==> config.mk <==
export PLATFORM = sky130hd
export DESIGN_NAME = csr_trap_regs
export DESIGN_NICKNAME = d
export VERILOG_FILES = /design/src/rtl/csr_trap_regs.sv
export SDC_FILE = /design/constraint.sdc
export NUM_CORES = 1
export LEC_CHECK = 0
export CORE_MARGIN = 3
export CORE_UTILIZATION = 34
export CTS_CLUSTER_DIAMETER = 100
export DETAILED_ROUTE_END_ITERATION = 12
export PLACE_DENSITY = 0.52
export SLEW_MARGIN = 20
export SYNTH_ARGS = -nofsm -noshare
export SYNTH_HDL_FRONTEND = slang
export SYNTH_SLANG_ARGS = --single-unit
==> constraint.sdc <==
create_clock -name clk -period 14.34 [get_ports clk]
set_input_delay 3.585 -clock clk [delete_from_list [all_inputs] [get_ports clk]]
set_output_delay 3.585 -clock clk [all_outputs]
set_load 0.03 [all_outputs]
==> src/rtl/csr_trap_regs.sv <==
// Machine-mode trap CSR file: trap/mret stacking of mstatus, exception latches,
// 64-bit cycle/instret counters and the ALU-facing CSR read/write port.
module csr_trap_regs #(
  parameter int                XLEN      = 32,
  parameter int                PC_SIZE   = 32,
  parameter logic [XLEN-1:0]   MTVEC_RST = 32'h0000_0080,
  parameter int                HART_ID   = 0
) (
  input  logic               clk,
  input  logic               rst,
  input  logic [PC_SIZE-1:0] cmt_epc,
  input  logic               cmt_epc_ena,
  input  logic [XLEN-1:0]    cmt_cause,
  input  logic               cmt_cause_ena,
  input  logic [XLEN-1:0]    cmt_badaddr,
  input  logic               cmt_badaddr_ena,
  input  logic               cmt_status_ena,
  input  logic               cmt_mret_ena,
  input  logic               cmt_instret_ena,
  input  logic               ext_irq,
  input  logic               sft_irq,
  input  logic               tmr_irq,
  input  logic               csr_ena,
  input  logic               csr_wr_en,
  input  logic               csr_rd_en,
  input  logic [11:0]        csr_idx,
  input  logic [XLEN-1:0]    csr_wdata,
  output logic [XLEN-1:0]    csr_rdata,
  output logic               csr_ilegl,
  output logic [PC_SIZE-1:0] csr_epc_r,
  output logic [XLEN-1:0]    csr_mtvec_r,
  output logic               status_mie_r,
  output logic               mtie_r,
  output logic               msie_r,
  output logic               meie_r
);

  localparam logic [11:0] ADDR_MSTATUS   = 12'h300;
  localparam logic [11:0] ADDR_MISA      = 12'h301;
  localparam logic [11:0] ADDR_MIE       = 12'h304;
  localparam logic [11:0] ADDR_MTVEC     = 12'h305;
  localparam logic [11:0] ADDR_MSCRATCH  = 12'h340;
  localparam logic [11:0] ADDR_MEPC      = 12'h341;
  localparam logic [11:0] ADDR_MCAUSE    = 12'h342;
  localparam logic [11:0] ADDR_MTVAL     = 12'h343;
  localparam logic [11:0] ADDR_MIP       = 12'h344;
  localparam logic [11:0] ADDR_MCYCLE    = 12'hB00;
  localparam logic [11:0] ADDR_MCYCLEH   = 12'hB80;
  localparam logic [11:0] ADDR_MINSTRET  = 12'hB02;
  localparam logic [11:0] ADDR_MINSTRETH = 12'hB82;
  localparam logic [11:0] ADDR_MHARTID   = 12'hF14;

  localparam logic [XLEN-1:0]    MISA_VAL   = XLEN'(32'h4000_0100);
  localparam logic [XLEN-1:0]    HART_VAL   = XLEN'(HART_ID);
  localparam logic [XLEN-1:0]    ALIGN_X    = {{(XLEN-2){1'b1}}, 2'b00};
  localparam logic [PC_SIZE-1:0] ALIGN_PC   = {{(PC_SIZE-2){1'b1}}, 2'b00};

  logic               mie_q;
  logic               mpie_q;
  logic               meie_q;
  logic               mtie_q;
  logic               msie_q;
  logic [XLEN-1:0]    mtvec_q;
  logic [XLEN-1:0]    mscratch_q;
  logic [PC_SIZE-1:0] mepc_q;
  logic [XLEN-1:0]    mcause_q;
  logic [XLEN-1:0]    mtval_q;
  logic [XLEN-1:0]    cyc_lo_q;
  logic [XLEN-1:0]    cyc_hi_q;
  logic [XLEN-1:0]    ins_lo_q;
  logic [XLEN-1:0]    ins_hi_q;

  logic [XLEN-1:0]    rd_val;
  logic               hit;
  logic               wr_ok;
  logic [XLEN-1:0]    cyc_lo_d;
  logic [XLEN-1:0]    cyc_hi_d;
  logic [XLEN-1:0]    ins_lo_d;
  logic [XLEN-1:0]    ins_hi_d;

  // Address decode and read mux; hit also flags the index as implemented.
  always_comb begin
    hit    = 1'b1;
    rd_val = '0;
    case (csr_idx)
      ADDR_MSTATUS: begin
        rd_val[12:11] = 2'b11;
        rd_val[7]     = mpie_q;
        rd_val[3]     = mie_q;
      end
      ADDR_MISA:      rd_val = MISA_VAL;
      ADDR_MIE: begin
        rd_val[11] = meie_q;
        rd_val[7]  = mtie_q;
        rd_val[3]  = msie_q;
      end
      ADDR_MTVEC:     rd_val = mtvec_q;
      ADDR_MSCRATCH:  rd_val = mscratch_q;
      ADDR_MEPC:      rd_val[PC_SIZE-1:0] = mepc_q;
      ADDR_MCAUSE:    rd_val = mcause_q;
      ADDR_MTVAL:     rd_val = mtval_q;
      ADDR_MIP: begin
        rd_val[11] = ext_irq;
        rd_val[7]  = tmr_irq;
        rd_val[3]  = sft_irq;
      end
      ADDR_MCYCLE:    rd_val = cyc_lo_q;
      ADDR_MCYCLEH:   rd_val = cyc_hi_q;
      ADDR_MINSTRET:  rd_val = ins_lo_q;
      ADDR_MINSTRETH: rd_val = ins_hi_q;
      ADDR_MHARTID:   rd_val = HART_VAL;
      default:        hit = 1'b0;
    endcase
  end

  // Indices 0xC00-0xFFF are read-only, so writing one of them traps as well.
  assign csr_ilegl = csr_ena & (~hit | (csr_wr_en & (csr_idx[11:10] == 2'b11)));
  assign wr_ok     = csr_ena & csr_wr_en & ~csr_ilegl;
  assign csr_rdata = (csr_ena & csr_rd_en & ~csr_ilegl) ? rd_val : '0;

  // A written half overrides its own increment; a written low half gives no carry.
  always_comb begin
    cyc_lo_d = cyc_lo_q + XLEN'(1);
    cyc_hi_d = cyc_hi_q + XLEN'(&cyc_lo_q);
    ins_lo_d = ins_lo_q + XLEN'(cmt_instret_ena);
    ins_hi_d = ins_hi_q + XLEN'(cmt_instret_ena & (&ins_lo_q));
    if (wr_ok) begin
      case (csr_idx)
        ADDR_MCYCLE: begin
          cyc_lo_d = csr_wdata;
          cyc_hi_d = cyc_hi_q;
        end
        ADDR_MCYCLEH: cyc_hi_d = csr_wdata;
        ADDR_MINSTRET: begin
          ins_lo_d = csr_wdata;
          ins_hi_d = ins_hi_q;
        end
        ADDR_MINSTRETH: ins_hi_d = csr_wdata;
        default: ;
      endcase
    end
  end

  always_ff @(posedge clk or posedge rst) begin
    if (rst) begin
      cyc_lo_q <= '0;
      cyc_hi_q <= '0;
      ins_lo_q <= '0;
      ins_hi_q <= '0;
    end else begin
      cyc_lo_q <= cyc_lo_d;
      cyc_hi_q <= cyc_hi_d;
      ins_lo_q <= ins_lo_d;
      ins_hi_q <= ins_hi_d;
    end
  end

  // Trap entry beats mret, and both beat a software write to mstatus.
  always_ff @(posedge clk or posedge rst) begin
    if (rst) begin
      mie_q  <= 1'b0;
      mpie_q <= 1'b0;
    end else if (cmt_status_ena) begin
      mpie_q <= mie_q;
      mie_q  <= 1'b0;
    end else if (cmt_mret_ena) begin
      mie_q  <= mpie_q;
      mpie_q <= 1'b1;
    end else if (wr_ok && csr_idx == ADDR_MSTATUS) begin
      mie_q  <= csr_wdata[3];
      mpie_q <= csr_wdata[7];
    end
  end

  always_ff @(posedge clk or posedge rst) begin
    if (rst) begin
      mepc_q   <= '0;
      mcause_q <= '0;
      mtval_q  <= '0;
    end else begin
      if (cmt_epc_ena)
        mepc_q <= cmt_epc & ALIGN_PC;
      else if (wr_ok && csr_idx == ADDR_MEPC)
        mepc_q <= csr_wdata[PC_SIZE-1:0] & ALIGN_PC;
      if (cmt_cause_ena)
        mcause_q <= cmt_cause;
      else if (wr_ok && csr_idx == ADDR_MCAUSE)
        mcause_q <= csr_wdata;
      if (cmt_badaddr_ena)
        mtval_q <= cmt_badaddr;
      else if (wr_ok && csr_idx == ADDR_MTVAL)
        mtval_q <= csr_wdata;
    end
  end

  always_ff @(posedge clk or posedge rst) begin
    if (rst) begin
      meie_q     <= 1'b0;
      mtie_q     <= 1'b0;
      msie_q     <= 1'b0;
      mtvec_q    <= MTVEC_RST;
      mscratch_q <= '0;
    end else if (wr_ok) begin
      case (csr_idx)
        ADDR_MIE: begin
          meie_q <= csr_wdata[11];
          mtie_q <= csr_wdata[7];
          msie_q <= csr_wdata[3];
        end
        ADDR_MTVEC:    mtvec_q    <= csr_wdata & ALIGN_X;
        ADDR_MSCRATCH: mscratch_q <= csr_wdata;
        default: ;
      endcase
    end
  end

  assign csr_epc_r    = mepc_q;
  assign csr_mtvec_r  = mtvec_q;
  assign status_mie_r = mie_q;
  assign mtie_r       = mtie_q;
  assign msie_r       = msie_q;
  assign meie_r       = meie_q;

endmodule

* Word level (Yosys, flattened, before mapping)
Index checks and enable logic that the tools add are counted.
** Storage, ports and cells
- Bits in registers :: 291
- Word-level logic and storage cells :: 89
** Operators by class
- Add/subtract/negate cells :: 4
- Equal/unequal tests :: 17
- Mux-type cells :: 30
- Bitwise operators :: 10
- Reduce and logical (&&, ||, !) cells :: 14
** Operators by type and width (number)
- two-way mux 32 bit :: 13
- case mux 19 bit (10 select lines) :: 1
- case mux 32 bit (2 select lines) :: 2
- equality test 12 x 10 -> 1 bit, second input constant :: 9
- adder 32 x 1 -> 32 bit :: 3
- AND reduction 32 bit :: 2
- equality test 12 bit, second input constant :: 5
- case mux 3 bit (9 select lines) :: 2
- case mux 1 bit (12 select lines) :: 3
- adder 32 x 1 -> 32 bit, second input constant :: 1
- case mux 3 bit (10 select lines) :: 1
- OR reduction 14 bit :: 1
- case mux 1 bit (10 select lines) :: 1
- AND 1 bit :: 7
- two-way mux 1 bit :: 7
- AND reduction 2 bit :: 3
- nonzero test 2 bit :: 3
- logical AND 1 bit :: 4
- != test 2 bit, second input constant :: 2
- nonzero test 3 bit :: 1
- equality test 2 bit, second input constant :: 1
- inverter 1 bit :: 2
- bitwise OR 1 bit :: 1

* Logic depth before layout (Yosys ltp)
- Depth after elaboration :: 12
- Depth in mapped cells :: 14
- Mapped depth without buffers :: 12

* Worst setup path after synthesis
No wires, ideal clock.
- Path type :: input to output
- Start :: input port csr_idx[4]
- End :: output port csr_rdata[24]
- Data arrival time :: 5.735 ns
- Path slack :: 5.020 ns
- Stages :: 6
- Buffers on the path :: 2
- Cells stage by stage :: clkbuf_1 or4b_2 nor3_4 clkbuf_1 a22oi_1 a31oi_1
** On the way
- Word-level cells in the longest chain between the ends :: 9
- Elaborated cells between the ends (all ways) :: 23
- Those cells by class :: eq/ne: 14; mux: 3; bitwise: 5; reduce/logical: 1
** Ends and longest elaborated chain
- start, declared :: RTL line 26 : input logic [11:0] csr_idx,
- equality test 12 x 10 -> 1 bit or equality test 12 bit (tied branches) :: RTL line 85 : case (csr_idx)
- OR reduction 14 bit (no source line)
- two-way mux 1 bit :: RTL line 85
- inverter 1 bit :: RTL line 117 : assign csr_ilegl = csr_ena & (~hit | (csr_wr_en & (csr_idx[11:10] == 2'b11)));
- bitwise OR 1 bit :: RTL line 117
- AND 1 bit :: RTL line 117
- inverter 1 bit :: RTL line 119 : assign csr_rdata = (csr_ena & csr_rd_en & ~csr_ilegl) ? rd_val : '0;
- AND 1 bit :: RTL line 119
- two-way mux 32 bit * :: RTL line 119
- end, declared :: RTL line 28 : output logic [XLEN-1:0] csr_rdata,
Every way passes the cells marked *; elsewhere a longest branch is shown, timed or not.

* Worst setup path in the final report
- Start :: input port csr_idx[10]
- End :: output port csr_rdata[10]
Same word-level chain as after synthesis.

==> reports/qor.csv <==
metric,value,unit
register share of total power,44.2,%
H-tree levels,2,
sw frac,29.4,%
max-slew violation count,0,
fmax,0.0884,GHz
Starting DRT DRC Count,2019,
met2 routed WL,31900,µm
first-pass GRT wire length,105000,µm
gpl congestion,0.932,
worst reg2reg setup slack,9.56,ns
Synth Flop Type,dfrtp_1,
status,finished clean,
R2R Path Start,cyc_lo_q[0]$_DFF_PP0_,
total die area,0.0527,mm²
leakage,8.82,nW
Antenna Nets Post-Route,0,
WL per Instance,26.8,µm
GRT overflow,0,
core area,0.0492,mm²
pre-CTS setup slack,3.19,ns
Netlist cell types,76,
first-pass iteration count of the detailed router,6,
CP startpoint kind,primary input,
met1 wire length,32200,µm
CTS tree,done,
"Clk Latency, worst-skew pair",0.56,ns
highest metal used,met5,
Crit Reg-Reg Endpoint,cyc_hi_q[30]$_DFFE_PP0P_,
IO Port Bufs,248,
Synth Area in Simple Gates,17.0,%
"Avg Cell Area, Syn",9.26,µm²
RSZ-0062 raised after global routing,false,
drc violations,0,
Final Core Density,42.9,%
cells on worst reg2reg path,12,
CTS root buf,clkbuf_16,
Period minus WS final,11.31,ns
met3 WL,6280,µm
Setup TNS,0,ns
"Hold-fix buffers, CTS",0,
net switching power,0.000641,W
Logic pwr share,14.5,%
compound-gate portion of the synthesized area,19.5,%
HPWL Detailed,51000,µm
Yosys reg bits,289,
Syn Inst Count,1835,
post_cts resized,0,
Worst Hold End,mscratch_q[5]$_DFFE_PP0P_,
Rows,81,
HP Class,reg2reg,
Worst Path Arrival,7.72,ns
adder and majority cell fraction of the synthesized area,0.516,%
Synth Cell Area,0.0170,mm²
"Warnings, synthesis",0,
worst hold path stage count,2,
mux share of post-synthesis cell area,12.8,%
Final setup viols,0,
Tcrit/Tclk final,78.8,%
GRT Resource Usage Total,26.5,%
worst-path fanout max,18,
Nets,2161,
initial antenna violation count,5,
Post-Synth XOR/XNOR Area,3.04,%
CTS Buf Count,36,
max_cap viols,0,
Worst setup EP type,output port,
Fin Hold WS,0.477,ns
layout cell share with drive strength beyond 1,9.92,%
DR vias/cell,5.99,
asr flop ratio synth,100,%
Initial Utilization,34.6,%
Vias,16120,
Die Ht,230,µm
vias in the first global route,15412,
clock share of power,41.3,%
Hold Crit Start,mscratch_q[5]$_DFFE_PP0P_,
Post-synth EDFFs,0,
TritonCTS Sinks,289,
top-level port count,255,
Fin. Hold Viols,0,
register area share after synthesis,42.6,%
WS Path Type,in2out,
Synth area leader,dfrtp_1,
Post-CTS Setup Bufs,0,
VDD IR-drop max,0.0656,mV
synth top area cells,"dfrtp_1 (42%), mux2i_1 (7.1%), o21ai_0 (5.4%)",
total power,0.00218,W
die width,230,µm
most frequent cells in the layout,"dfrtp_1 (288), clkdlybuf4s50_1 (243), nand2_1 (216), o21ai_0 (184), mux2i_1 (120)",
Worst-path clk slew,0.06,ns
total wire length,72100,µm
max_slew headroom,22.0,%
Layout area overhead,24.2,%
Power per Cell Area,103,mW/mm²
CTS max path bufs,3,
"commonest non-fill, non-tap cell in the layout",dfrtp_1,
largest family of logic cells by synthesized area,compound AO/OA/AOI/OAI gates,
Internal Pwr Total,0.00154,W
min setup slack post-route,3.03,ns
largest net degree at the start of global routing,97,
CP required,10.76,ns
Slew @ Worst Pin,1.17,ns
Worst Skew,0.0189,ns
top-area cell type share of the netlist area,42.4,%
## metrics by stage
stage,instances,cell area [µm²]
2_1_floorplan,1838,17000
3_3_place_gp,2626,19900
3_5_place_dp,2626,19900
4_1_cts,2690,21100
5_1_grt,2690,21100
6_report,2691,21100
## critical path, cell delays in order
cell and delay, ns:
clkdlybuf4s50_1 0.50, nand4b_1 0.76, nor3_4 1.07, buf_4 0.43, a222oi_1 0.16, a31oi_1 0.43
clkdlybuf4s50_1 0.76
## flip-flops by register name, summed over array words and instances (netlist names)
| signal | flops |
|---|---|
| ins_lo_q | 32 |
| ins_hi_q | 32 |
| csr_mtvec_r | 30 |
| cyc_lo_q | 32 |
| mscratch_q | 32 |
| mcause_q | 32 |
| cyc_hi_q | 32 |
| mtval_q | 32 |
| mtie_r | 1 |
| mpie_q | 1 |
| meie_r | 1 |
| msie_r | 1 |
| status_mie_r | 1 |
| csr_epc_r | 30 |
## how the worst max path moves through the flow
stage	startpoint	to	slack (ns)	depth (start not counted)
6_report	csr_idx[10]	csr_rdata[10]	3.03	7
3_3_place_gp	csr_idx[6]	csr_rdata[29]	2.91	8
3_5_place_dp	csr_idx[10]	csr_rdata[10]	3.19	7
5_1_grt	csr_idx[10]	csr_rdata[25]	3.01	7
4_1_cts	csr_idx[10]	csr_rdata[10]	3.19	7
2_1_floorplan	rst	csr_epc_r[10]$_DFFE_PP0P_	2.78	1
## kinds of logic after synthesis
family                     after synthesis
AOI/OAI and AO/OA                      530
DFF                                    289
xor gates and xnor gates                59
adders and majority gates                7
other                                    1
buffers and inverters                  187
muxes                                  195
and+or+nand+nor                        567
## cells in the mapped netlist (all sizes together), types with 11 or more instances
cell and count:
nand2 218, nand4 43, mux4 11, a31oi 31, nor4 21, o21ai 187, and4 15, or3 14
dfrtp 288, clkbuf 100, a2bb2oi 13, buf 58, nor3 41, and3 17, a222oi 21, xnor2 25
xor2 34, or4 13, o22ai 24, inv 29, a22oi 67, nor2 82, a21oi 109, mux2i 120
mux2 64, nand3 63
## layout make-up
cell class / instances / area, µm²
sequential: 289 / 7230
timing repair buffer: 282 / 2720
antenna: 1 / 2.50
tap: 664 / 831
clock inverter: 12 / 92.6
clock buffer: 52 / 1040
fill: 4826 / 28100
multi-input combinational: 1362 / 9050
inverter: 29 / 116
## power by group through the flow
stage               Clock (W)  Combinational, W  Sequential (W)
floorplan                   0          0.000176        0.000961
global placement            0          0.000310        0.000973
detailed placement          0          0.000313        0.000974
CTS                  0.000915          0.000314        0.000961
global route         0.000944          0.000341        0.000972
finish               0.000900          0.000316        0.000964
## per-layer routing
metal  vias to the layer above  track usage, %
met3                       108            5.09
met4                         6            7.39
li1                       7182               -
met1                      8019            38.5
met2                       805            40.2
met5                         -               0
Note: power is estimated with default switching activity, not from simulation.
